### config.mk
export PLATFORM = sky130hd
export DESIGN_NAME = xsimbus_rr_arbiter
export DESIGN_NICKNAME = d
export VERILOG_FILES = /design/src/rtl/xsimbus_rr_arbiter_pkg.sv /design/src/rtl/xsimbus_rr_pick.sv /design/src/rtl/xsimbus_rr_arbiter.sv
export SDC_FILE = /design/constraint.sdc
export NUM_CORES = 1
export LEC_CHECK = 0
export BUFFER_PORTS_ARGS = -buffer_cell sky130_fd_sc_hd__buf_4
export CAP_MARGIN = 20
export CELL_PAD_IN_SITES_DETAIL_PLACEMENT = 0
export CELL_PAD_IN_SITES_GLOBAL_PLACEMENT = 1
export CORE_AREA = 2 2 556 558
export CTS_CLUSTER_DIAMETER = 120
export CTS_CLUSTER_SIZE = 24
export DETAILED_ROUTE_END_ITERATION = 16
export DIE_AREA = 0 0 558 560
export PLACE_DENSITY_LB_ADDON = 0.15
export SLEW_MARGIN = 20
export SYNTH_ARGS = -nofsm -noshare
export SYNTH_HDL_FRONTEND = slang
export SYNTH_HIERARCHICAL = 1
export SYNTH_SLANG_ARGS = --single-unit
### constraint.sdc
create_clock -name clk -period 3.2 [get_ports clk]
set_input_delay 0.48 -clock clk [delete_from_list [all_inputs] [get_ports clk]]
set_output_delay 0.48 -clock clk [all_outputs]
set_load 0.005 [all_outputs]
### src/rtl/xsimbus_rr_arbiter_pkg.sv
// Shared types and constants for the xSimBus round-robin arbiter.
package xsimbus_rr_arbiter_pkg;

   typedef enum logic [1:0] {
      StIdle   = 2'd0,
      StGrant  = 2'd1,
      StLocked = 2'd2
   } state_e;

   localparam logic RwRead  = 1'b0;
   localparam logic RwWrite = 1'b1;

   localparam logic DeviceSelect = 1'b1;
   localparam logic DeviceNotSel = 1'b0;

   // Bus address presented while nothing is granted.
   localparam logic [63:0] ResetAddr = 64'h0;

   localparam int unsigned HoldW = 8;

   function automatic int unsigned wrap_inc(input int unsigned idx, input int unsigned n);
      return (idx + 1 == n) ? 0 : idx + 1;
   endfunction

endpackage

### src/rtl/xsimbus_rr_pick.sv
// Masked round-robin priority encoder: first candidate at or after ptr, wrapping to 0.
module xsimbus_rr_pick #(
   parameter int unsigned N    = 4,
   parameter int unsigned IdxW = 2
) (
   input  logic [N-1:0]    req,
   input  logic [IdxW-1:0] ptr,
   input  logic [N-1:0]    excl,
   output logic [N-1:0]    onehot,
   output logic [IdxW-1:0] idx,
   output logic            found
);

   logic [N-1:0]    cand;
   logic [IdxW-1:0] pos;

   assign cand = req & ~excl;

   always_comb begin
      onehot = '0;
      idx    = '0;
      found  = 1'b0;
      pos    = '0;
      for (int unsigned k = 0; k < N; k++) begin
         pos = IdxW'((32'(ptr) + k) % N);
         if (!found && cand[pos]) begin
            found       = 1'b1;
            onehot[pos] = 1'b1;
            idx         = pos;
         end
      end
   end

endmodule

### src/rtl/xsimbus_rr_arbiter.sv
// Round-robin xSimBus arbiter with burst lock, address decode and read-data mux.
// Define XSIMBUS_ARB_TIMEOUT_EN to compile in the MAX_HOLD forced-rotation counter.
module xsimbus_rr_arbiter
   import xsimbus_rr_arbiter_pkg::*;
#(
   parameter int unsigned NUM_MASTERS = 4,
   parameter int unsigned ADDR_W      = 32,
   parameter int unsigned DATA_W      = 32,
   parameter int unsigned DEV_ID_W    = 5,
   parameter int unsigned MAX_HOLD    = 16
) (
   input  logic                                clk,
   input  logic                                rst,
   input  logic [NUM_MASTERS-1:0]              req_in,
   input  logic [NUM_MASTERS-1:0]              lock_in,
   input  logic [NUM_MASTERS-1:0]              rw_in,
   input  logic [NUM_MASTERS*ADDR_W-1:0]       addr_in,
   input  logic [NUM_MASTERS*DATA_W-1:0]       wdata_in,
   input  logic [(1 << DEV_ID_W)*DATA_W-1:0]   rdata_in,
   output logic [NUM_MASTERS-1:0]              grant_out,
   output logic [4:0]                          master_id_out,
   output logic [DEV_ID_W-1:0]                 device_id_out,
   output logic [ADDR_W-1:0]                   device_addr_out,
   output logic                                rw_out,
   output logic [DATA_W-1:0]                   wdata_out,
   output logic [DATA_W-1:0]                   rdata_out,
   output logic                                valid_out,
   output logic [NUM_MASTERS-1:0]              stall_out
);

   localparam int unsigned IdxW   = $clog2(NUM_MASTERS);
   localparam int unsigned NumDev = 1 << DEV_ID_W;

   if (NUM_MASTERS < 2 || NUM_MASTERS > 32) begin : gen_bad_masters
      $error("NUM_MASTERS must be 2..32");
   end
   if (MAX_HOLD < 1 || MAX_HOLD > 255) begin : gen_bad_hold
      $error("MAX_HOLD must be 1..255");
   end

   state_e                 state_q, state_d;
   logic [NUM_MASTERS-1:0] grant_q, grant_d;
   logic [IdxW-1:0]        idx_q, idx_d;
   logic [IdxW-1:0]        ptr_q, ptr_d;
`ifdef XSIMBUS_ARB_TIMEOUT_EN
   logic [HoldW-1:0]       hold_q, hold_d;
`endif

   logic [NUM_MASTERS-1:0] pick_onehot;
   logic [IdxW-1:0]        pick_idx;
   logic                   pick_found;
   logic                   take_pick, go_idle;
   logic                   cur_req, cur_lock;

   // Excluding the current holder covers both release and forced rotation; idle excludes nobody.
   xsimbus_rr_pick #(
      .N    (NUM_MASTERS),
      .IdxW (IdxW)
   ) u_pick (
      .req    (req_in),
      .ptr    (ptr_q),
      .excl   (grant_q),
      .onehot (pick_onehot),
      .idx    (pick_idx),
      .found  (pick_found)
   );

   assign cur_req  = req_in[idx_q];
   assign cur_lock = lock_in[idx_q];

   always_comb begin
      state_d   = state_q;
      grant_d   = grant_q;
      idx_d     = idx_q;
      ptr_d     = ptr_q;
`ifdef XSIMBUS_ARB_TIMEOUT_EN
      hold_d    = hold_q;
`endif
      take_pick = 1'b0;
      go_idle   = 1'b0;

      unique case (state_q)
         StIdle: begin
            take_pick = pick_found;
         end
         StGrant: begin
            if (!cur_req) begin
               take_pick = pick_found;
               go_idle   = !pick_found;
            end else if (cur_lock) begin
               state_d = StLocked;
`ifdef XSIMBUS_ARB_TIMEOUT_EN
            end else if (|stall_out) begin
               if (hold_q >= HoldW'(MAX_HOLD - 1)) begin
                  take_pick = 1'b1;
               end else if (hold_q != '1) begin
                  hold_d = hold_q + 1'b1;
               end
`endif
            end
         end
         StLocked: begin
            if (!cur_req && !cur_lock) begin
               take_pick = pick_found;
               go_idle   = !pick_found;
            end else if (!cur_lock) begin
               state_d = StGrant;
`ifdef XSIMBUS_ARB_TIMEOUT_EN
               hold_d  = '0;
`endif
            end
         end
         default: begin
            go_idle = 1'b1;
         end
      endcase

      if (take_pick) begin
         state_d = StGrant;
         grant_d = pick_onehot;
         idx_d   = pick_idx;
         ptr_d   = IdxW'(wrap_inc(32'(pick_idx), NUM_MASTERS));
`ifdef XSIMBUS_ARB_TIMEOUT_EN
         hold_d  = '0;
`endif
      end
      if (go_idle) begin
         state_d = StIdle;
         grant_d = '0;
         idx_d   = '0;
      end
   end

   always_ff @(posedge clk) begin
      if (!rst) begin
         state_q <= StIdle;
         grant_q <= '0;
         idx_q   <= '0;
         ptr_q   <= '0;
`ifdef XSIMBUS_ARB_TIMEOUT_EN
         hold_q  <= '0;
`endif
      end else begin
         state_q <= state_d;
         grant_q <= grant_d;
         idx_q   <= idx_d;
         ptr_q   <= ptr_d;
`ifdef XSIMBUS_ARB_TIMEOUT_EN
         hold_q  <= hold_d;
`endif
      end
   end

   logic [ADDR_W-1:0] addr_mux;
   logic [DATA_W-1:0] wdata_mux, rdata_mux;
   logic              rw_mux;
   logic [NumDev-1:0] dev_sel;

   always_comb begin
      addr_mux  = ADDR_W'(ResetAddr);
      wdata_mux = '0;
      rw_mux    = RwRead;
      for (int unsigned i = 0; i < NUM_MASTERS; i++) begin
         if (grant_q[i]) begin
            addr_mux  = addr_in[i*ADDR_W +: ADDR_W];
            wdata_mux = wdata_in[i*DATA_W +: DATA_W];
            rw_mux    = (rw_in[i] == RwWrite) ? RwWrite : RwRead;
         end
      end
   end

   always_comb begin
      rdata_mux = '0;
      dev_sel   = '0;
      for (int unsigned d = 0; d < NumDev; d++) begin
         dev_sel[d] = (valid_out && device_id_out == DEV_ID_W'(d)) ? DeviceSelect : DeviceNotSel;
         if (dev_sel[d] == DeviceSelect) begin
            rdata_mux = rdata_in[d*DATA_W +: DATA_W];
         end
      end
   end

   assign grant_out       = grant_q;
   assign master_id_out   = 5'(idx_q);
   assign valid_out       = |grant_q;
   assign stall_out       = req_in & ~grant_q;
   assign device_addr_out = addr_mux;
   assign device_id_out   = addr_mux[ADDR_W-1 -: DEV_ID_W];
   assign rw_out          = rw_mux;
   assign wdata_out       = wdata_mux;
   assign rdata_out       = rdata_mux;

endmodule

Word level (Yosys, flattened, before mapping)
Index checks and enable logic that the tools add are counted.
W data, S select, Z words.
- add/sub/neg operators: 4
- multiplexer cells: 125
- order comparisons: 9
- eq/ne operators: 42
- bitwise operators: 6
- reductions and logical operators: 55
- operators with widths (cell ; number):
    $mux W32 ; 40
    $eq A5 B5 Y1 const B ; 16
    $mux W1 ; 59
    $eq A5 B4 Y1 const B ; 8
    $logic_and A1 B1 Y1 ; 40
    $eq A5 B3 Y1 const B ; 4
    $mux W2 ; 9
    $mux W4 ; 4
    $lt A2 B3 Y1 const B ; 5
    $bmux W1 S2 ; 6
    $ne A3 B3 Y1 const B ; 4
    $or A4 B4 Y4 ; 3
    $eq A5 B2 Y1 const B ; 2
    $reduce_and A5 Y1 ; 2
    $demux W1 S2 ; 4
    $ge A2 B1 Y1 const B ; 4
    $ne A2 B2 Y1 const B ; 4
    $logic_not A1 Y1 ; 6
    $pmux W1 S3 ; 2
    $eq A5 B1 Y1 const B ; 1
    $logic_not A5 Y1 ; 1
    $add A2 B2 Y2 const B ; 2
    $and A4 B4 Y4 ; 1
    $not A4 Y4 ; 1
    other kinds (13) ; 13
- word-level logic and storage cells: 246
- register bits after elaboration: 10
- input port bits: 1294
- output and inout bits: 116

Longest topological paths before layout
Gate-level depths: netlist (run 1).
- depth in word-level cells: 39
- mapped depth: 14
- gate-level depth less buffers: 10

Hierarchy
The synthesis (run 1) kept the hierarchy.
- modules (own cells, without submodules) (module ; times used ; area an instance (µm²) ; cells each ; seq. area each (µm²)):
    xsimbus_rr_arbiter ; 1 ; 11967.7 ; 2051 ; 200.2
    xsimbus_rr_pick ; 1 ; 510.5 ; 67 ; 0.0

Least setup slack after synthesis (run 1)
OpenSTA, ideal clock, no wires.
- path kind: reg2reg
- from: register ptr_q[1]
- to: register ptr_q[1]
- arrival: 2891 ps
- data required time: 3083 ps
- library setup time: 117 ps
- cell stages (with the launch flop): 13
- path slack: 193 ps
- path buffers: 3
- clock period less this slack: 3007 ps
- path through: dfxtp_1 > clkbuf_1 > inv_1 > ha_1 > clkbuf_1 > mux4_2 > and4b_1 > buf_4 > nand2_1 > or2_1 > nand2_1 > mux2i_1 > nor2b_1
- elaborated cells on any way between the ends: 31
- classes of those cells: add/sub: 4; eq/ne: 1; mux: 20; reduce/logical: 6
- RTL lines (what ; RTL line ; text):
    start, declared ; xsimbus_rr_arbiter.sv:44 ; logic [IdxW-1:0] ptr_q, ptr_d;
    start signal, assigned ; xsimbus_rr_arbiter.sv:147 ; ptr_q <= ptr_d;
    parallel branches: the longest is 11 deep, another holds $add A2 B1 Y2 ; -- ;
    $mux W1 (*) ; xsimbus_rr_pick.sv:26 ; if (!found && cand[pos]) begin
    via pick_found ; xsimbus_rr_arbiter.sv:51 ; logic pick_found;
    $mux W1 (on tied branches) ; xsimbus_rr_arbiter.sv:103, xsimbus_rr_arbiter.sv:87 ;
    $pmux W1 S3 (*) ; xsimbus_rr_arbiter.sv:82 ; unique case (state_q)
Mark *: on every way through the listed nets, which the timed path passes. The select of a mux whose other input is x is not followed.
A chain may end at the register's enable or synchronous reset.

Worst setup path after layout (run 1)
- from: register grant_q[3], in the netlist grant_out[3]
- to: output port rdata_out[20]
- word-level cells in the longest chain between the ends: 36
- elaborated cells on any way between the ends: 130
- classes of those cells: eq/ne: 31; mux: 65; reduce/logical: 34
- RTL lines (what ; RTL line ; text):
    start, declared ; xsimbus_rr_arbiter.sv:42 ; logic [NUM_MASTERS-1:0] grant_q, grant_d;
    start signal, assigned ; xsimbus_rr_arbiter.sv:145 ; grant_q <= grant_d;
    $mux W32 ; xsimbus_rr_arbiter.sv:164 ; if (grant_q[i]) begin
    $logic_not A5 Y1 ; xsimbus_rr_arbiter.sv:176 ; dev_sel[d] = (valid_out && device_id_out == DEV_ID_W'(d)) ? DeviceSelect : DeviceNotSel;
    $logic_and A1 B1 Y1 ; xsimbus_rr_arbiter.sv:176 ;
    $mux W1 ; xsimbus_rr_arbiter.sv:176 ;
    $mux W32 (31 in a row) ; xsimbus_rr_arbiter.sv:177 ; if (dev_sel[d] == DeviceSelect) begin
    $mux W32 (*) ; xsimbus_rr_arbiter.sv:177 ;
    end, declared ; xsimbus_rr_arbiter.sv:26 ; output logic [DATA_W-1:0] rdata_out,
Mark *: on every way between the ends. The rest lies on a longest branch, timed or not.

==> results of run 1 <==
==> timing repair <==
item / in CTS / in global routing
setup buffers: 88 / 62
endpoints found under the hold margin: 0 / 0
gates cloned: 6 / 9
resized for setup: 522 / 174
endpoints found under the setup margin: 69 / 39
pin swaps: 123 / 109
==> power by group through the flow <==
| stage | Combinational [µW] | Clock [µW] | Sequential [µW] |
|---|---|---|---|
| after floorplan | 10200 | 0 | 220 |
| after global routing | 42000 | 266 | 239 |
| after detailed placement | 33800 | 0 | 250 |
| after global placement | 34100 | 0 | 252 |
| final | 39500 | 255 | 232 |
| after CTS | 39100 | 261 | 234 |
==> metal layers <==
layer	vias up	GRT usage	share of wire
li1	12100	-	-
met3	295	0.0514	0.082
met1	13000	0.184	0.37
met4	102	0.0136	0.011
met2	1276	0.328	0.53
met5	-	0	0.0025
==> cells in the mapped netlist (21+ instances only) <==
library cell,n
a21oi_1,218
a221oi_1,54
a22oi_1,105
a31oi_1,37
buf_1,31
buf_2,84
buf_4,21
clkbuf_1,83
mux2_2,24
mux2i_1,102
nand2_1,429
nand3_1,126
nor2_1,140
nor3_1,45
nor4_1,23
o21ai_0,157
o221ai_1,34
o22ai_1,91
==> through the flow <==
stage	hold WS [ns]	setup slack [ns]	std cells	cell area (µm²)
6_report	0.540	-1.11	8227	38500
4_1_cts	0.540	-1.16	8128	37000
3_5_place_dp	0.565	-2.10	8044	33400
2_1_floorplan	0.522	0.193	2120	12500
5_1_grt	0.553	-1.14	8193	38400
3_3_place_gp	0.572	-2.40	8044	33400
==> state kept, by name, summed over array words and instances, names as in the netlist <==
signal / cells
state_q: 2
idx_q: 2
grant_out: 4
ptr_q: 2
==> how the worst min path moves through the flow <==
stage                          start  slack [ns]    endpoint
after CTS                        rst        0.54    ptr_q[0]
after global placement    state_q[1]        0.57  state_q[0]
after detailed placement  state_q[1]        0.57  state_q[0]
after floorplan           state_q[1]        0.52  state_q[0]
after global routing             rst        0.55  state_q[0]
final                            rst        0.54    ptr_q[0]
==> critical path, delay by kind of cell, from the launching register on <==
| family | cells | cell delay, ns |
|---|---|---|
| buf+inv | 9 | 1.21 |
| compound gates | 7 | 1.97 |
| flops | 1 | 0.36 |
==> cell families (layout without fill, tap and decap cells) <==
| logic type | Yosys count | after routing | share of synthesized area |
|---|---|---|---|
| compound gates | 894 | 894 | 0.480 |
| fa+ha+maj | 8 | 8 | 0.00802 |
| buf+inv | 232 | 2172 | 0.0851 |
| flops | 10 | 10 | 0.0160 |
| mux | 131 | 131 | 0.113 |
| other cells | 1 | 50 | 0.000301 |
| simple gates | 842 | 842 | 0.298 |
==> cell type report <==
class / count / area (µm²) / share of cell area
multi-input combinational: 1878 / 14000 / 0.364
tap: 4120 / 5150 / 0.134
clock buffer: 4 / 88.8 / 0.00231
timing repair buffer: 2156 / 18800 / 0.489
antenna: 47 / 118 / 0.00306
inverter: 12 / 90.1 / 0.00234
sequential: 10 / 213 / 0.00553
==> impl_metrics.json, run 1 <==
{
  "boundaryPins": 1410,
  "final_net_count": 5363,
  "drc": 0,
  "grt_max_degree": 61,
  "dp_hpwl_um": 250000,
  "initial_core_util": 0.0406,
  "synthFlopType": "dfxtp_1",
  "path_cells": "buf_6 -> buf_6 -> a211o_1 -> o221ai_4 -> buf_12 -> inv_12 -> buf_16 -> buf_16 -> buf_6 -> o22a_1 -> a22oi_2 -> buf_4 -> o31a_1 -> o21ai_4 -> a31oi_4 -> buf_6",
  "critPathRequiredTime_ns": 2.72,
  "routed_via_density": 3.26,
  "crit_path_start_kind": "flop",
  "fmaxAchievable_mhz": 232,
  "slew_headroom": 0.504,
  "grtUsageTotal": 0.169,
  "ys_seq_area_frac": 0.0160,
  "seq_power_share": 0.006,
  "core_area_um2": 307000,
  "postCtsHoldBufs": 0,
  "die_x_um": 558,
  "rsz0062_at_grt": "true",
  "layout_common_cells": "buf_4, nand2_1, a21oi_1",
  "die_y_um": 560,
  "root_buffer": "clkbuf_16",
  "grt_first_pass_wirelength_um": 340000,
  "htree_levels": 1,
  "layout-drive-gt1-share": 0.631,
  "antenna_found_initial": 184,
  "reg2reg_from": "grant_out[1]",
  "total_power_uw": 39900,
  "row_count": 204,
  "gp_congestion": 0.794,
  "cp.arrival_ns": 3.83,
  "routedWlPerCell_um": 34.2,
  "crit_start": "grant_out[3]",
  "holdCritPathClass": "in -> reg",
  "r2r_cells": 12,
  "nFillCells": 35700,
  "routed_wirelength_um": 281000,
  "synth_area_leader_cell": "nand2_1",
  "vdd_drop_max_uv": 302,
  "slew_viol_final": 0,
  "swShare": 0.555,
  "drtPass1Iterations": 8,
  "post-route-period-util": 1.35,
  "yosysTopAreaCellShare": 0.129,
  "port_buffers": 1406,
  "cp-end-kind": "output pin",
  "areaGrowthSynthToFinish_pct": 209,
  "drt_iter0_drc": 1395,
  "leakage_uw": 0.0159,
  "reg2reg_slack_ns": 0.24,
  "crit_path_max_fanout": 7,
  "cp_slowest_stage_delay_ns": 0.42,
  "status": "complete, but fails checks",
  "cap_violations": 0,
  "worstReg2RegEnd": "grant_out[1]",
  "hold_depth": 2,
  "cp_common_cell": "buf_6",
  "setup_tns_ns": -27.31,
  "detail-route-antenna-nets": 0,
  "finalHoldViolCount": 0,
  "skew_ns": 0.00202,
  "syn-mean-instance-area_um2": 5.89,
  "final-setup-viol-count": 32,
  "cts_tree": "yes",
  "cts.path.max_buffers": 2,
  "mostFrequentLayoutCell": "buf_4",
  "synth_area_um2": 12500,
  "die_area_um2": 312000,
  "synth_edf_count": 0,
  "crit_end": "rdata_out[20]",
  "tightestPinTransition_ns": 0.723,
  "cts.sinks": 10,
  "p_per_area_nw_per_um2": 1040,
  "path_clk_slew_ns": 0.04,
  "clk_latency_ns": 0.24,
  "cts_buffers": 3,
  "syn_inst": 2118,
  "final.setup.worst_slack_ns": -1.11,
  "internal-power_uw": 17800,
  "grt_overflow": 0,
  "ys_types": 83,
  "fin_crit_ns": 4.31,
  "violations": "setup timing",
  "critPathSlowestCell": "o31a_1",
  "grt_pass1_vias": 28800,
  "synth-seq-cells": 10,
  "fin_util": 0.125,
  "synth_warnings": 6,
  "yosys-top-cells-area": "nand2_1, a21oi_1, mux2i_1",
  "path_class": "reg -> out",
  "synth_async_sr_flop_share": 0,
  "vias": 26800,
  "power.switching_uw": 22200,
  "pwr-share-clk": 0.006,
  "pwr-share-comb": 0.988
}
(Power assumes the default switching activity.)
==> inputs of run 2 (changes only) <==
- RECOVER_POWER: default -> 100
- clock period: 3.2 -> 3.9 ns (I/O delays scaled with it)
==> impl_metrics.json, run 2 (synthesized netlist as in run 1, its figures left out) <==
{
  "largest_reg_flops": 4,
  "grt_first_pass_wirelength_um": 339000,
  "routed_wirelength_um": 278000,
  "p_per_area_nw_per_um2": 857,
  "status": "complete, but fails checks",
  "seqCellArea_um2": 215,
  "core_area_um2": 307000,
  "nFillCells": 35900,
  "place_inst": 8024,
  "port_buffers": 1406,
  "cts.path.max_buffers": 2,
  "dp_hpwl_um": 250000,
  "initial_core_util": 0.0406,
  "violations": "setup timing",
  "boundaryPins": 1410,
  "routedWlPerCell_um": 34.0,
  "critPathRequiredTime_ns": 3.31,
  "cp-end-kind": "output pin",
  "root_buffer": "clkbuf_16",
  "antenna_found_initial": 185,
  "cp.arrival_ns": 3.76,
  "layout_common_cells": "buf_4, nand2_1, a21oi_1",
  "final.setup.worst_slack_ns": -0.444,
  "die_y_um": 560,
  "mostFrequentLayoutCell": "buf_4",
  "wl_met3_um": 22200,
  "clk_latency_ns": 0.24,
  "vias": 26700,
  "htree_levels": 1,
  "grt_pass1_vias": 28700,
  "skew_ns": 0.00205,
  "fin_crit_ns": 4.34,
  "drc": 0,
  "slew_headroom": 0.135,
  "rsz0062_at_grt": "true",
  "vdd_drop_max_uv": 350,
  "crit_path_start_kind": "flop",
  "grt_max_degree": 67,
  "path_class": "reg -> out",
  "cap_violations": 0,
  "top_layer_used": "met5",
  "finalHoldViolCount": 0,
  "grtUsageTotal": 0.170,
  "fmaxAchievable_mhz": 230,
  "routed_via_density": 3.27,
  "die_x_um": 558,
  "total_power_uw": 32400,
  "detail-route-antenna-nets": 0,
  "drtPass1Iterations": 6,
  "fin_util": 0.123,
  "route.met2.wl_um": 149000,
  "holdCritPathClass": "reg -> reg",
  "setup_tns_ns": -8.53,
  "die_area_um2": 312000,
  "areaGrowthSynthToFinish_pct": 203,
  "post-route-period-util": 1.11,
  "layout-drive-gt1-share": 0.621,
  "path_clk_slew_ns": 0.04,
  "gp_congestion": 0.858,
  "tightestPinTransition_ns": 1.30,
  "grt_overflow": 0,
  "cts_buffers": 3,
  "whs_ns": 0.579,
  "cts_tree": "yes",
  "finalNonFillerCells": 8175,
  "final_net_count": 5319,
  "postCtsHoldBufs": 0,
  "met1_length_um": 102000,
  "leakage_uw": 0.0157,
  "cts.sinks": 10,
  "final-setup-viol-count": 34,
  "row_count": 204,
  "drt_iter0_drc": 1602,
  "crit_path_max_fanout": 8,
  "slew_viol_final": 0,
  "multi_input_area_um2": 13800
}
run 2: cell types whose count changed in the layout (fill, tap and decap cells not counted), sizes merged:
cell,change
buf,-43
clkinv,+2
inv,-1
clkbuf,-2
diode,-8
run 2: final cells by class:
class,instances,share of cell area
well taps,4120,0.136
multi-input cells,1878,0.366
inverters,12,0.00192
repair buffers,2112,0.485
diodes,39,0.00258
clock buffers,3,0.00199
flip-flops and latches,10,0.00569
clock inverters,1,0.0000993
run 2: report_power, final:
| group | switching (µW) | internal, µW |
|---|---|---|
| combinational | 18100 | 13900 |
| sequential | 60.5 | 143 |
| clock | 51.1 | 135 |
| total | 18200 | 14200 |
run 2: layer usage:
layer | global-route usage | vias up
met5 | 0 | -
met4 | 0.0165 | 122
met3 | 0.0513 | 341
met2 | 0.332 | 1351
met1 | 0.181 | 12900
li1 | - | 12000
run 2: final timing paths:
| kind | depth (start not counted) | from | endpoint | slack, ns |
|---|---|---|---|---|
| max | 16 | grant_out[1] | rdata_out[0] | -0.44 |
| max reg2reg | 9 | grant_out[2] | grant_out[2] | 0.17 |
| min reg2reg | 2 | state_q[1] | state_q[0] | 0.58 |
| min | 2 | state_q[1] | state_q[0] | 0.58 |
run 2: stage by stage:
stage / setup WS [ns] / area, µm²
floorplan: 0.718 / 12500
global placement: -1.88 / 33400
detailed placement: -1.82 / 33400
CTS: -0.517 / 37100
global route: -0.560 / 37800
finish: -0.444 / 37800
run 2: what timing repair did:
item | 4_1_cts | 5_1_grt
setup buffers | 108 | 12
gates resized for setup | 538 | 106
pin swaps | 114 | 22
endpoints found under the setup margin | 32 | 32
gates cloned | 8 | 0
run 2: critical path: stages, from the launching register on:
cell and delay, ns:
dfxtp_4 0.38, nand3b_1 0.22, a211o_4 0.45, buf_12 0.17, clkinv_8 0.07, buf_6 0.09, nor3_2 0.03, o211ai_1 0.43
buf_4 0.23, buf_6 0.12, o21ai_2 0.05, o31a_1 0.38, buf_12 0.17, o21ai_4 0.24, buf_6 0.14, a31oi_4 0.13
buf_6 0.16
